File: config.mk
export PLATFORM = sky130hd
export DESIGN_NAME = shift_reg_credit_sink
export DESIGN_NICKNAME = d
export VERILOG_FILES = /design/src/rtl/shift_reg_credit_sink.sv
export SDC_FILE = /design/constraint.sdc
export NUM_CORES = 1
export LEC_CHECK = 0
export BUFFER_PORTS_ARGS = -buffer_cell sky130_fd_sc_hd__buf_2
export CAP_MARGIN = 20
export CORE_ASPECT_RATIO = 0.9
export CORE_MARGIN = 1.5
export CORE_UTILIZATION = 60
export CTS_CLUSTER_DIAMETER = 60
export DETAILED_ROUTE_END_ITERATION = 10
export GPL_ROUTABILITY_DRIVEN = 0
export PLACE_DENSITY = 0.88
export REMOVE_ABC_BUFFERS = 1
export SYNTH_ARGS = -nofsm -noshare
export SYNTH_HDL_FRONTEND = slang
export SYNTH_SLANG_ARGS = --single-unit
File: constraint.sdc
create_clock -name clk_i -period 5 [get_ports clk_i]
set_clock_uncertainty 0.05 [all_clocks]
set_input_delay 0 -clock clk_i [delete_from_list [all_inputs] [get_ports clk_i]]
set_output_delay 0 -clock clk_i [all_outputs]
set_load 0.05 [all_outputs]
File: src/rtl/shift_reg_credit_sink.sv
// ---------------------------------------------------------------------------
// shift_reg_credit_sink
//
// Receiving end of a fixed-latency, valid-only shift-register pipeline that
// has no backpressure. Upstream must obtain a credit (req_valid_i while
// req_ready_o) before it injects a beat into the pipeline. Arriving beats are
// buffered in a Depth-entry circular FIFO and presented on a valid/ready
// output stream. Every output pop returns one credit, so a well-behaved
// upstream can never overflow the buffer.
//
// Ports
//   clk_i        in   1      clock, all state updates on the rising edge
//   rst_i        in   1      asynchronous, active-high reset
//   req_valid_i  in   1      upstream wants to inject one beat
//   req_ready_o  out  1      credit available; grant = req_valid_i & req_ready_o
//   valid_i      in   1      beat arriving from the delay pipeline (no ready)
//   data_i       in   Width  arriving beat payload
//   valid_o      out  1      output beat available
//   ready_i      in   1      downstream accepts; pop = valid_o & ready_i
//   data_o       out  Width  head-of-FIFO payload
//   credits_o    out  CntW   current free credits
//   count_o      out  CntW   current FIFO occupancy
//   overflow_o   out  1      sticky: a beat was dropped because FIFO was full
//
// A mid-operation reset discards every credit, including credits for beats
// still travelling through the pipeline, so the pipeline must share rst_i.
// ---------------------------------------------------------------------------
module shift_reg_credit_sink #(
    parameter  int Depth = 8,
    parameter  int Width = 32,
    localparam int CntW  = $clog2(Depth + 1)
) (
    input  logic             clk_i,
    input  logic             rst_i,
    input  logic             req_valid_i,
    output logic             req_ready_o,
    input  logic             valid_i,
    input  logic [Width-1:0] data_i,
    output logic             valid_o,
    input  logic             ready_i,
    output logic [Width-1:0] data_o,
    output logic [CntW-1:0]  credits_o,
    output logic [CntW-1:0]  count_o,
    output logic             overflow_o
);

    // Pointer width; a single-entry FIFO still needs a 1-bit pointer.
    localparam int PtrW = (Depth > 1) ? $clog2(Depth) : 1;

    localparam logic [CntW-1:0] DEPTH_C  = CntW'(Depth);
    localparam logic [CntW-1:0] CNT_ZERO = {CntW{1'b0}};
    localparam logic [CntW-1:0] CNT_ONE  = CntW'(1);
    localparam logic [PtrW-1:0] PTR_LAST = PtrW'(Depth - 1);
    localparam logic [PtrW-1:0] PTR_ZERO = {PtrW{1'b0}};
    localparam logic [PtrW-1:0] PTR_ONE  = PtrW'(1);

    // Pointer advance with explicit wrap so non-power-of-2 depths work.
    function automatic logic [PtrW-1:0] ptr_inc(input logic [PtrW-1:0] ptr);
        logic [PtrW-1:0] nxt;
        if (ptr == PTR_LAST) begin
            nxt = PTR_ZERO;
        end else begin
            nxt = ptr + PTR_ONE;
        end
        return nxt;
    endfunction

    // ------------------------------------------------------------------
    // State
    // ------------------------------------------------------------------
    logic [Width-1:0] r_mem [Depth];
    logic [PtrW-1:0]  r_wr_ptr;
    logic [PtrW-1:0]  r_rd_ptr;
    logic [CntW-1:0]  r_count;
    logic [CntW-1:0]  r_credits;
    logic             r_overflow;

    // ------------------------------------------------------------------
    // Handshake decode
    // ------------------------------------------------------------------
    logic             w_grant;
    logic             w_pop;
    logic             w_full;
    logic             w_push;
    logic             w_drop;

    logic [PtrW-1:0]  w_wr_ptr_nxt;
    logic [PtrW-1:0]  w_rd_ptr_nxt;
    logic [CntW-1:0]  w_count_nxt;
    logic [CntW-1:0]  w_credits_nxt;
    logic             w_overflow_nxt;

    assign w_grant = req_valid_i & req_ready_o;
    assign w_pop   = valid_o & ready_i;
    assign w_full  = (r_count == DEPTH_C);
    // When full, a same-cycle pop frees the head slot; the head is read
    // combinationally before the write lands, so wr_ptr == rd_ptr is safe.
    assign w_push  = valid_i & (~w_full | w_pop);
    assign w_drop  = valid_i & w_full & ~w_pop;

    // Next-state computation for pointers, occupancy, credits and error flag.
    always_comb begin
        w_wr_ptr_nxt   = r_wr_ptr;
        w_rd_ptr_nxt   = r_rd_ptr;
        w_count_nxt    = r_count;
        w_credits_nxt  = r_credits;
        w_overflow_nxt = r_overflow;

        if (w_push) begin
            w_wr_ptr_nxt = ptr_inc(r_wr_ptr);
        end else begin
            w_wr_ptr_nxt = r_wr_ptr;
        end

        if (w_pop) begin
            w_rd_ptr_nxt = ptr_inc(r_rd_ptr);
        end else begin
            w_rd_ptr_nxt = r_rd_ptr;
        end

        if (w_push && !w_pop) begin
            w_count_nxt = r_count + CNT_ONE;
        end else if (w_pop && !w_push) begin
            w_count_nxt = r_count - CNT_ONE;
        end else begin
            w_count_nxt = r_count;
        end

        // A grant needs a non-zero credit count, so decrement cannot
        // underflow; the increment is clamped at Depth against misuse.
        if (w_grant && !w_pop) begin
            w_credits_nxt = r_credits - CNT_ONE;
        end else if (w_pop && !w_grant && (r_credits != DEPTH_C)) begin
            w_credits_nxt = r_credits + CNT_ONE;
        end else begin
            w_credits_nxt = r_credits;
        end

        if (w_drop) begin
            w_overflow_nxt = 1'b1;
        end else begin
            w_overflow_nxt = r_overflow;
        end
    end

    // Control state registers with asynchronous reset.
    always_ff @(posedge clk_i or posedge rst_i) begin
        if (rst_i) begin
            r_wr_ptr   <= PTR_ZERO;
            r_rd_ptr   <= PTR_ZERO;
            r_count    <= CNT_ZERO;
            r_credits  <= DEPTH_C;
            r_overflow <= 1'b0;
        end else begin
            r_wr_ptr   <= w_wr_ptr_nxt;
            r_rd_ptr   <= w_rd_ptr_nxt;
            r_count    <= w_count_nxt;
            r_credits  <= w_credits_nxt;
            r_overflow <= w_overflow_nxt;
        end
    end

    // Payload storage; contents are intentionally not reset.
    always_ff @(posedge clk_i) begin
        if (w_push) begin
            r_mem[r_wr_ptr] <= data_i;
        end
    end

    // ------------------------------------------------------------------
    // Outputs, all derived directly from registered state
    // ------------------------------------------------------------------
    assign req_ready_o = (r_credits != CNT_ZERO);
    assign valid_o     = (r_count != CNT_ZERO);
    assign data_o      = r_mem[r_rd_ptr];
    assign credits_o   = r_credits;
    assign count_o     = r_count;
    assign overflow_o  = r_overflow;

endmodule

# After elaboration in Yosys (flattened, before gate mapping)
# Memory sizes are Yosys's and may differ from the RTL's.
# Index checks and enable logic that the tools add are counted.
# W data, S select, Z words.
# classes
n_addsub	6
eq_ne	4
mux	8
bitwise	8
reduce_logical	12
# op_table
operator	count
$mux W4	4
$add A4 B1 Y4 const B	2
$reduce_bool A4 Y1	2
$sub A4 B1 Y4 const B	2
$add A3 B1 Y3 const B	2
$eq A3 B3 Y1 const B	2
$mux W3	2
$and A1 B1 Y1	5
$logic_and A1 B1 Y1	5
$eq A4 B4 Y1 const B	1
$ne A4 B4 Y1 const B	1
$reduce_bool A2 Y1	2
$logic_not A1 Y1	3
$mux W1	2
$not A1 Y1	2
$or A1 B1 Y1	1
# totals
ff_bits	15
ram_bits	256
in_bits	37
elab_cells	44
mem_count	1
# mem_list
name	depth	word_bits	rd	rd_ports_with_merged_regs	write_ports	line	rtl
r_mem	8	32	1	0	1	71	logic [Width-1:0] r_mem [Depth];

# Depth between registers and ports, before layout
# Gate-level depths: netlist of run 1.
# depth
ltp_word	8
mapped_depth	11

# Least setup slack after synthesis of run 1
# Ideal clock, no wire load.
# synth_timing
path_kind	register to register
startpoint	reg r_count[0] (netlist: count_o[0])
endpoint	mem r_mem[0][0], enable pin
t_arrival_ps	4166
required_ps	4449
path_slack_ps	282
stages_incl_launch_ff	5
cell_sequence	dfrtp_1 -> nor3_1 -> nand2_1 -> nand2_1 -> nor4_1
# synth_between
elab_chain_cells	6
elab_cells_between_ends	8
cone_classes	1 x eq/ne; 2 x mux; 4 x bitwise; 1 x reduce/logical
# synth_rtl
item	line	rtl
start, declared	74	logic [CntW-1:0] r_count;
start signal, assigned	157	r_count <= w_count_nxt;
$reduce_bool A4 Y1 / $eq A4 B4 Y1 (equally long branches)	174, 95	
$and A1 B1 Y1 / $not A1 Y1 (equally long branches)	94, 98	
$or A1 B1 Y1 *	98	assign w_push = valid_i & (~w_full | w_pop);
$and A1 B1 Y1 *	98	
$mux W1 *	165	if (w_push) begin
$mux W1 (not written as such) *	166	r_mem[r_wr_ptr] <= data_i;
end, declared	71	
# Mark *: on every way between the ends. The rest lies on a longest branch, timed or not.

# Worst setup path in the final report of run 1
# layout_timing
startpoint	reg r_rd_ptr[1]
endpoint	out data_o[25]
# layout_between
elab_chain_cells	1
# layout_rtl
item	line	rtl
start, declared	73	logic [PtrW-1:0] r_rd_ptr;
start signal, assigned	156	r_rd_ptr <= w_rd_ptr_nxt;
$mem_v2 Z8 W32	--	
end, declared	41	output logic [Width-1:0] data_o,
# No other way between the ends.

==> flow_metrics.py, run 1 <==
metrics = {
    "global_route": {
        "first_global_vias": 5523,
        "grt_max_degree": 55,
        "grt_overflow": 0,
        "antenna_found_initial": 0,
        "track_usage": 0.2309,
        "grt_pass1_wl_mm": 31.62,
    },
    "place": {
        "dp.cells": 787,
        "dp_slack_ns": 2.149,
        "dp_hpwl_mm": 11.03,
        "port_buffers": 79,
    },
    "floorplan": {
        "rows": 46,
        "io_pins": 80,
        "coreArea_um2": 17500,
        "fp.dieArea_um2": 18570,
        "start_util": 0.6092,
        "dieWidth_um": 143.5,
        "die_h_um": 129.4,
    },
    "route": {
        "ant_nets": 0,
        "wirelength_mm": 20.38,
        "dr_wl_met3_mm": 1.105,
        "route.detailed.drc": 0,
        "drt-initial-drc-count": 398,
        "drtPass1Iterations": 4,
        "dr_total_vias": 5221,
        "wl_met1_mm": 8.464,
        "wl_met2_mm": 10.43,
        "via_per_inst": 5.987,
        "avgRoutedWirePerCell_um": 23.37,
        "top_layer_used": "met4",
    },
    "job": {
        "drv_cap": 0,
    },
    "setup_path": {
        "crit_chain": "buf_4 > mux4_2 > mux2_2 > buf_2",
        "crit_buf_inv": 2,
        "crit_family": "flip-flops",
        "arrival_ns": 2.98,
        "path_max_fanout": 38,
        "cp.required_ns": 4.95,
        "slowest_stage": "dfrtp_2",
        "slowest_delay_ns": 0.98,
        "critPathKind": "register to output pin",
        "crit_path_end_kind": "output pin",
        "start_kind": "register",
    },
    "clock_tree": {
        "cts.sink_count": 271,
        "cts_resized": 0,
        "clockRootBuffer": "clkbuf_16",
        "cts_tree": "done",
        "path_clk_slew_ns": 0.06,
        "cts_buffers": 27,
        "post-cts-setup-buffer-count": 0,
        "clock_path_buffers": 3,
        "cts-htree-levels": 1,
        "cts_hold_buf": 36,
        "clk_latency_ns": 0.53,
    },
    "sta": {
        "final-hold-violation-count": 0,
        "fin_crit_ns": 3.030,
        "finalSetupTns_ns": 0,
        "period_share": 0.6060,
        "fmax_mhz": 330.0,
        "tightestPinTransition_ns": 1.019,
        "setup_viol": 0,
        "slew_headroom": 0.3208,
        "slew_violations": 0,
        "setup_slack_ns": 1.970,
        "rsz0062_at_grt": "no",
    },
    "final_layout": {
        "synthToLayoutAreaGrowth_pct": 18.22,
        "fillers": 1016,
        "seq_area_um2": 8070,
        "finalNonFillerCells": 872,
        "multi_input_area_um2": 2455,
        "diodes": 0,
        "drive_gt1_frac": 0.3877,
        "nNetsFinal": 661,
    },
    "power_and_ir_drop": {
        "combPwrFrac": 0.365,
        "total_power_w": 0.008021,
        "p_int_w": 0.005101,
        "p_per_area_nw_per_um2": 636.6,
        "seq_power_share": 0.396,
        "power_switching_w": 0.002921,
        "leakagePower_nw": 4.238,
        "clockPowerShare": 0.239,
        "swShare": 0.3641,
        "vdd_drop_max_mv": 0.5779,
    },
    "logic_synthesis": {
        "yosysTopAreaCell": "edfxtp_1",
        "syn_avg_cell_area_um2": 22.21,
        "synth_top_area_share": 0.7212,
        "yosys_register_bits": 271,
        "synth_edf_count": 256,
        "synth_cell_type_count": 42,
        "async_flop_share": 0.05535,
        "ys_top_cells_by_count": "edfxtp_1, mux4_2, mux2_2",
        "yosysMostFrequentCell": "edfxtp_1",
        "synth_area_um2": 10660,
        "ys.flop_type": "edfxtp_1",
        "netlist_top_cells_area": "edfxtp_1, mux4_2, mux2_2, dfrtp_1, ha_1",
        "synth_warnings": 0,
        "syn-instance-count": 480,
        "ys_seq_area_frac": 0.7565,
    },
    "run_status": {
        "outcome": "completed",
    },
    "min_path": {
        "hp-class": "input port to asynchronous set/reset pin",
    },
}
## flip-flops by register name, summed over array words and instances, names as in the netlist
signal and cells:
r_mem 256, count_o 4, credits_o 4, r_rd_ptr 3
r_wr_ptr 3, overflow_o 1
## final cells by class
| type | instances | area share |
|---|---|---|
| Tap cell | 240 | 0.02383 |
| Clock inverter | 13 | 0.01072 |
| Sequential cell | 271 | 0.6405 |
| Inverter | 7 | 0.003078 |
| Multi-Input combinational cell | 180 | 0.1948 |
| Timing Repair Buffer | 126 | 0.07110 |
| Clock buffer | 35 | 0.05600 |
## cells in the final DEF (no fill, tap or decap), types with 3 or more instances in the layout
cell type / n
nor3_1: 5
nand2_1: 12
nor3_2: 4
clkbuf_1: 8
inv_1: 5
ha_1: 9
mux4_2: 64
clkbuf_16: 27
clkinv_2: 4
nand2b_1: 3
clkinv_1: 3
xnor2_1: 5
dfrtp_1: 11
buf_12: 3
dlygate4sd3_1: 36
nor2_1: 7
mux2_2: 36
buf_4: 7
a21oi_1: 4
buf_2: 79
edfxtp_1: 256
nor2_4: 3
## path summary, 6_finish.rpt
check                                   startpoint                       to  slack (ns)  cells past startpoint
max                        r_rd_ptr[1]$_DFFE_PP0N_               data_o[25]        1.97                      4
min                                          rst_i   count_o[3]$_DFFE_PP0P_        0.03                      3
max reg2reg                 count_o[0]$_DFFE_PP0P_   count_o[3]$_DFFE_PP0P_        2.09                     11
min reg2reg                 count_o[3]$_DFFE_PP0P_   count_o[3]$_DFFE_PP0P_        0.51                      1
max in group asynchronous                    rst_i  r_rd_ptr[0]$_DFFE_PP0N_        4.42                      3
min in group clk_i                         ready_i  r_rd_ptr[2]$_DFFE_PP0N_        0.04                      4
## power by group through the flow
stage	clock network (W)	registers [W]	logic (W)
after CTS	0.00195	0.00329	0.00282
after floorplan	0	0.00337	0.00205
after global placement	0	0.00329	0.00269
after global routing	0.00203	0.00321	0.00311
after detailed placement	0	0.00333	0.00276
final	0.00192	0.00318	0.00293
## worst min-delay path: stages
cell           delay (ns)
dlygate4sd3_1        0.53
buf_2                0.12
inv_1                0.44
## logic make-up after synthesis
logic type,after synthesis,synth area share
AO/OA/AOI/OAI,18,0.01268
XOR/XNOR,6,0.004930
AND/OR/NAND/NOR,44,0.01960
multiplexers,101,0.1742
buffers and inverters,29,0.01772
adder cells (fa/ha/maj),11,0.01432
flip-flops,271,0.7565
## per-stage QoR
stage / instance area [um^2] / hold WS, ns / util
after floorplan: 10510 / -0.1492 / -
after global placement: 11310 / 0.01960 / 0.6465
after detailed placement: 11370 / 0.05782 / 0.6500
after CTS: 12570 / 0.02446 / 0.7186
after global routing: 12600 / 0.07985 / 0.7202
final: 12600 / 0.03389 / 0.7202
## per-layer routing
metal,up-vias,GRT usage
met2,187,0.3883
met1,2747,0.3229
li1,2256,-
met4,0,0.05402
met3,31,0.04028
met5,-,0
Note: power is estimated with default switching activity, not from simulation.
==> run 2, diff against run 1 <==
CORE_UTILIZATION = 54   (was 60)
PLACE_DENSITY = 0.84   (was 0.88)
clock period = 2.48 ns   (was 5 ns; I/O delays follow)
==> flow_metrics.py, run 2 (synthesized netlist as in run 1, its figures left out) <==
metrics = {
    "clock_tree": {
        "clockRootBuffer": "clkbuf_16",
        "cts_tree": "done",
        "cts_buffers": 27,
        "cts.sink_count": 271,
        "clock_path_buffers": 3,
        "cts-htree-levels": 1,
        "path_clk_slew_ns": 0.06,
        "clk_latency_ns": 0.53,
    },
    "floorplan": {
        "fp.dieArea_um2": 20590,
        "io_pins": 80,
        "coreArea_um2": 19280,
        "start_util": 0.5529,
        "die_h_um": 136.3,
        "dieWidth_um": 151.1,
        "rows": 48,
    },
    "route": {
        "drtPass1Iterations": 6,
        "avgRoutedWirePerCell_um": 24.64,
        "top_layer_used": "met4",
        "dr_total_vias": 5385,
        "wirelength_mm": 22.35,
        "wl_met1_mm": 8.641,
        "dr_wl_met3_mm": 1.671,
        "wl_met2_mm": 11.59,
        "ant_nets": 0,
        "drt-initial-drc-count": 492,
        "route.detailed.drc": 0,
        "via_per_inst": 5.937,
    },
    "setup_path": {
        "reg2reg_to": "count_o[3]$_DFFE_PP0P_",
        "critPathLaunch": "count_o[1]$_DFFE_PP0P_",
        "r2r_cells": 9,
        "path_max_fanout": 4,
        "regToRegStartpoint": "count_o[1]$_DFFE_PP0P_",
        "crit_path_end_kind": "register",
        "reg2reg_slack_ns": 0.05,
        "critPathKind": "register to register",
        "start_kind": "register",
        "arrival_ns": 2.83,
        "cp.required_ns": 2.88,
    },
    "final_layout": {
        "fillers": 1155,
        "largest_reg_flops": 256,
        "nNetsFinal": 686,
        "utilization": 0.6677,
        "final_common_cell": "edfxtp_1",
        "regMostFlops": "r_mem",
        "drive_gt1_frac": 0.4231,
        "diodes": 0,
        "layout_common_cells": "edfxtp_1, buf_2, mux4_2, dlygate4sd3_1, mux2_2",
        "synthToLayoutAreaGrowth_pct": 20.76,
    },
    "sta": {
        "period_share": 0.9789,
        "finalSetupTns_ns": 0,
        "tightestPinTransition_ns": 0.6221,
        "holdWs_ns": 0.03917,
        "fin_crit_ns": 2.428,
        "setup_viol": 0,
        "rsz0062_at_grt": "yes",
        "slew_headroom": 0.5820,
        "fmax_mhz": 411.9,
        "final-hold-violation-count": 0,
        "slew_violations": 0,
    },
    "global_route": {
        "first_global_vias": 5852,
        "grt_max_degree": 40,
        "grt_pass1_wl_mm": 34.04,
        "antenna_found_initial": 0,
        "track_usage": 0.2270,
        "grt_overflow": 0,
    },
    "power_and_ir_drop": {
        "leakagePower_nw": 4.367,
        "p_per_area_nw_per_um2": 1292,
        "vdd_drop_max_mv": 1.046,
    },
    "run_status": {
        "outcome": "completed",
    },
    "place": {
        "dp_hpwl_mm": 12.81,
        "port_buffers": 79,
    },
    "job": {
        "drv_cap": 0,
    },
    "min_path": {
        "hp-class": "input port to asynchronous set/reset pin",
    },
}
[run 2: repair_timing]
item                                   4_1_cts  5_1_grt
setup buffers                                3        0
gates resized for setup                      2        9
pin swaps                                    1        2
hold buffers                                37        0
setup endpoints to repair                   30        3
endpoints found under the hold margin      279        0
[run 2: critical path, stage by stage, from the launching register on]
cell and delay [ns]:
dfrtp_1 0.42, o41a_1 0.55, clkinv_8 0.09, ha_4 0.13, inv_2 0.05, ha_1 0.29, a21o_2 0.23, a21oi_2 0.14
mux2i_1 0.24, xnor2_1 0.14
[run 2: how the worst max path moves through the flow]
stage,endpoint,slack [ns],cells past startpoint
2_1_floorplan,r_mem[0][0]$_DFFE_PP_,-2.24,4
3_3_place_gp,count_o[3]$_DFFE_PP0P_,0.12,9
3_5_place_dp,count_o[3]$_DFFE_PP0P_,-0.02,9
4_1_cts,count_o[3]$_DFFE_PP0P_,0.02,9
5_1_grt,count_o[3]$_DFFE_PP0P_,-0.06,9
6_report,count_o[3]$_DFFE_PP0P_,0.05,9
[run 2: routing by layer]
metal	track usage	up-vias
li1	-	2306
met1	0.2893	2795
met2	0.3907	250
met3	0.04530	34
met4	0.07929	0
met5	0	-
[run 2: area by class of cell]
type                    count  area, um^2  share of cell area
well taps                 250       312.8             0.02430
flip-flops and latches    271        8073              0.6271
clock buffers              30       686.9             0.05336
clock inverters            18       165.2             0.01283
multi-input cells         180        2505              0.1946
repair buffers            151        1091             0.08476
inverters                   7       38.79            0.003013
[run 2: power by group]
group	internal (W)	switching [W]
clock	0.00229	0.00162
combinational	0.00246	0.00406
sequential	0.00582	0.000380
total	0.0106	0.00607
[run 2: stage by stage]
step                      total power, W  setup slack, ns  area [um^2]  cells
after global placement           0.01230           0.1231        11570    819
after detailed placement         0.01257         -0.01506        11570    819
after CTS                        0.01668          0.01538        12820    907
after floorplan                  0.01094           -2.238        10510    458
final                            0.01663          0.05232        12870    907
after global routing             0.01729         -0.06096        12870    907
==> run 3, diff against run 2 <==
CAP_MARGIN = 15   (was 20)
SETUP_SLACK_MARGIN = 0.5   (was unset)
==> flow_metrics.py, run 3 (synthesized netlist as in run 1, its figures left out) <==
metrics = {
    "clock_tree": {
        "cts_tree": "done",
        "cts-htree-levels": 1,
        "path_clk_slew_ns": 0.06,
        "clk_latency_ns": 0.55,
        "clockRootBuffer": "clkbuf_16",
        "cts.sink_count": 271,
        "cts_buffers": 27,
        "clock_path_buffers": 3,
    },
    "setup_path": {
        "cp.required_ns": 2.43,
        "path_max_fanout": 7,
        "reg2reg_to": "credits_o[2]$_DFFE_PP0P_",
        "start_kind": "register",
        "reg2reg_slack_ns": 0.18,
        "crit_path_end_kind": "output pin",
        "critPathKind": "register to output pin",
        "arrival_ns": 2.38,
        "r2r_cells": 8,
        "regToRegStartpoint": "count_o[3]$_DFFE_PP0P_",
    },
    "floorplan": {
        "dieWidth_um": 151.1,
        "io_pins": 80,
        "start_util": 0.5529,
        "die_h_um": 136.3,
        "fp.dieArea_um2": 20590,
        "coreArea_um2": 19280,
        "rows": 48,
    },
    "sta": {
        "slew_violations": 0,
        "tightestPinTransition_ns": 0.6391,
        "slew_headroom": 0.5739,
        "finalSetupTns_ns": 0,
        "rsz0062_at_grt": "yes",
        "period_share": 0.9812,
        "fmax_mhz": 410.9,
        "setup_viol": 0,
        "fin_crit_ns": 2.433,
        "final-hold-violation-count": 0,
    },
    "route": {
        "ant_nets": 0,
        "avgRoutedWirePerCell_um": 29.42,
        "drtPass1Iterations": 5,
        "wirelength_mm": 28.36,
        "route.detailed.drc": 0,
        "dr_total_vias": 6019,
        "via_per_inst": 6.244,
        "drt-initial-drc-count": 607,
    },
    "global_route": {
        "first_global_vias": 5961,
        "antenna_found_initial": 0,
        "track_usage": 0.2367,
        "grt_max_degree": 40,
        "grt_overflow": 0,
        "grt_pass1_wl_mm": 35.26,
    },
    "final_layout": {
        "diodes": 0,
        "drive_gt1_frac": 0.4902,
        "fillers": 973,
        "layout_common_cells": "edfxtp_1, mux4_2, buf_2, clkbuf_16",
        "fin_area_um2": 14390,
        "synthToLayoutAreaGrowth_pct": 35.02,
        "regMostFlops": "r_mem",
        "final_common_cell": "edfxtp_1",
        "largest_reg_flops": 256,
        "nNetsFinal": 743,
    },
    "power_and_ir_drop": {
        "p_per_area_nw_per_um2": 1343,
        "leakagePower_nw": 5.027,
        "vdd_drop_max_mv": 1.106,
    },
    "place": {
        "dp_hpwl_mm": 12.81,
        "placed_area_um2": 11570,
        "port_buffers": 79,
    },
    "min_path": {
        "hp-class": "input port to asynchronous set/reset pin",
    },
    "run_status": {
        "outcome": "completed",
    },
    "job": {
        "drv_cap": 0,
    },
}
## run 3: changes by cell type in the layout (fill, tap and decap cells not counted), sizes merged
cell and delta:
clkbuf +16, buf +41
## run 3: repair_timing
item / in CTS / in global routing
pin swaps: 16 / 12
setup endpoints to repair: 108 / 215
buffers inserted: 15 / 23
hold buffers: 37 / 0
cloned: 1 / 21
gates resized for setup: 56 / 182
endpoints found under the hold margin: 281 / 0
## run 3: metrics by stage
stage	util	hold WS (ns)	worst slack (ns)	instances	power, W
2_1_floorplan	-	-0.1492	-2.238	458	0.01094
5_1_grt	0.7465	0.08036	0.02268	964	0.01994
3_5_place_dp	0.6004	0.05086	-0.01506	819	0.01257
6_report	0.7465	0.02694	0.04660	964	0.01933
4_1_cts	0.6821	0.03041	0.06878	920	0.01720
3_3_place_gp	0.6004	0.01588	0.1231	819	0.01230
## run 3: how the worst max path moves through the flow
stage	start	end	slack, ns	cells after the start
final	r_rd_ptr[0]$_DFFE_PP0N_	data_o[13]	0.05	5
after global routing	r_rd_ptr[0]$_DFFE_PP0N_	data_o[13]	0.02	5
after CTS	r_rd_ptr[0]$_DFFE_PP0N_	data_o[30]	0.07	4
after detailed placement	count_o[2]$_DFFE_PP0P_	count_o[3]$_DFFE_PP0P_	-0.02	9
after global placement	count_o[1]$_DFFE_PP0P_	count_o[3]$_DFFE_PP0P_	0.12	9
after floorplan	count_o[0]$_DFFE_PP0P_	r_mem[0][0]$_DFFE_PP_	-2.24	4
## run 3: layout make-up
class | instances | area (um^2) | area share
clock buffers | 30 | 686.9 | 0.04773
clock inverters | 18 | 165.2 | 0.01148
inverters | 7 | 46.29 | 0.003217
multi-input cells | 180 | 2734 | 0.1900
flip-flops and latches | 271 | 8075 | 0.5611
well taps | 250 | 312.8 | 0.02174
repair buffers | 208 | 2371 | 0.1648
## run 3: routing by layer
metal  part of all wire  vias up  global-route usage  routed length (um)
li1                   -     2444                   -                   -
met1               0.37     3155              0.3008               10500
met2               0.52      360              0.4120               14730
met3              0.079       60             0.04396                2228
met4              0.032        0             0.08037                 896
met5                  0        -                   0                   0
## run 3: power breakdown
| part | leakage, nW | switching (W) | total, W | internal [W] |
|---|---|---|---|---|
| combinational | 2.13 | 0.00481 | 0.00904 | 0.00422 |
| clock | 0.406 | 0.00174 | 0.00404 | 0.00230 |
| sequential | 2.49 | 0.000443 | 0.00626 | 0.00582 |
## run 3: worst max-delay path, stage by stage, from the launching register on
cell       delay, ns
dfrtp_4         0.47
buf_12          0.18
clkbuf_16       0.18
mux4_2          0.54
mux2_4          0.31
buf_8           0.16
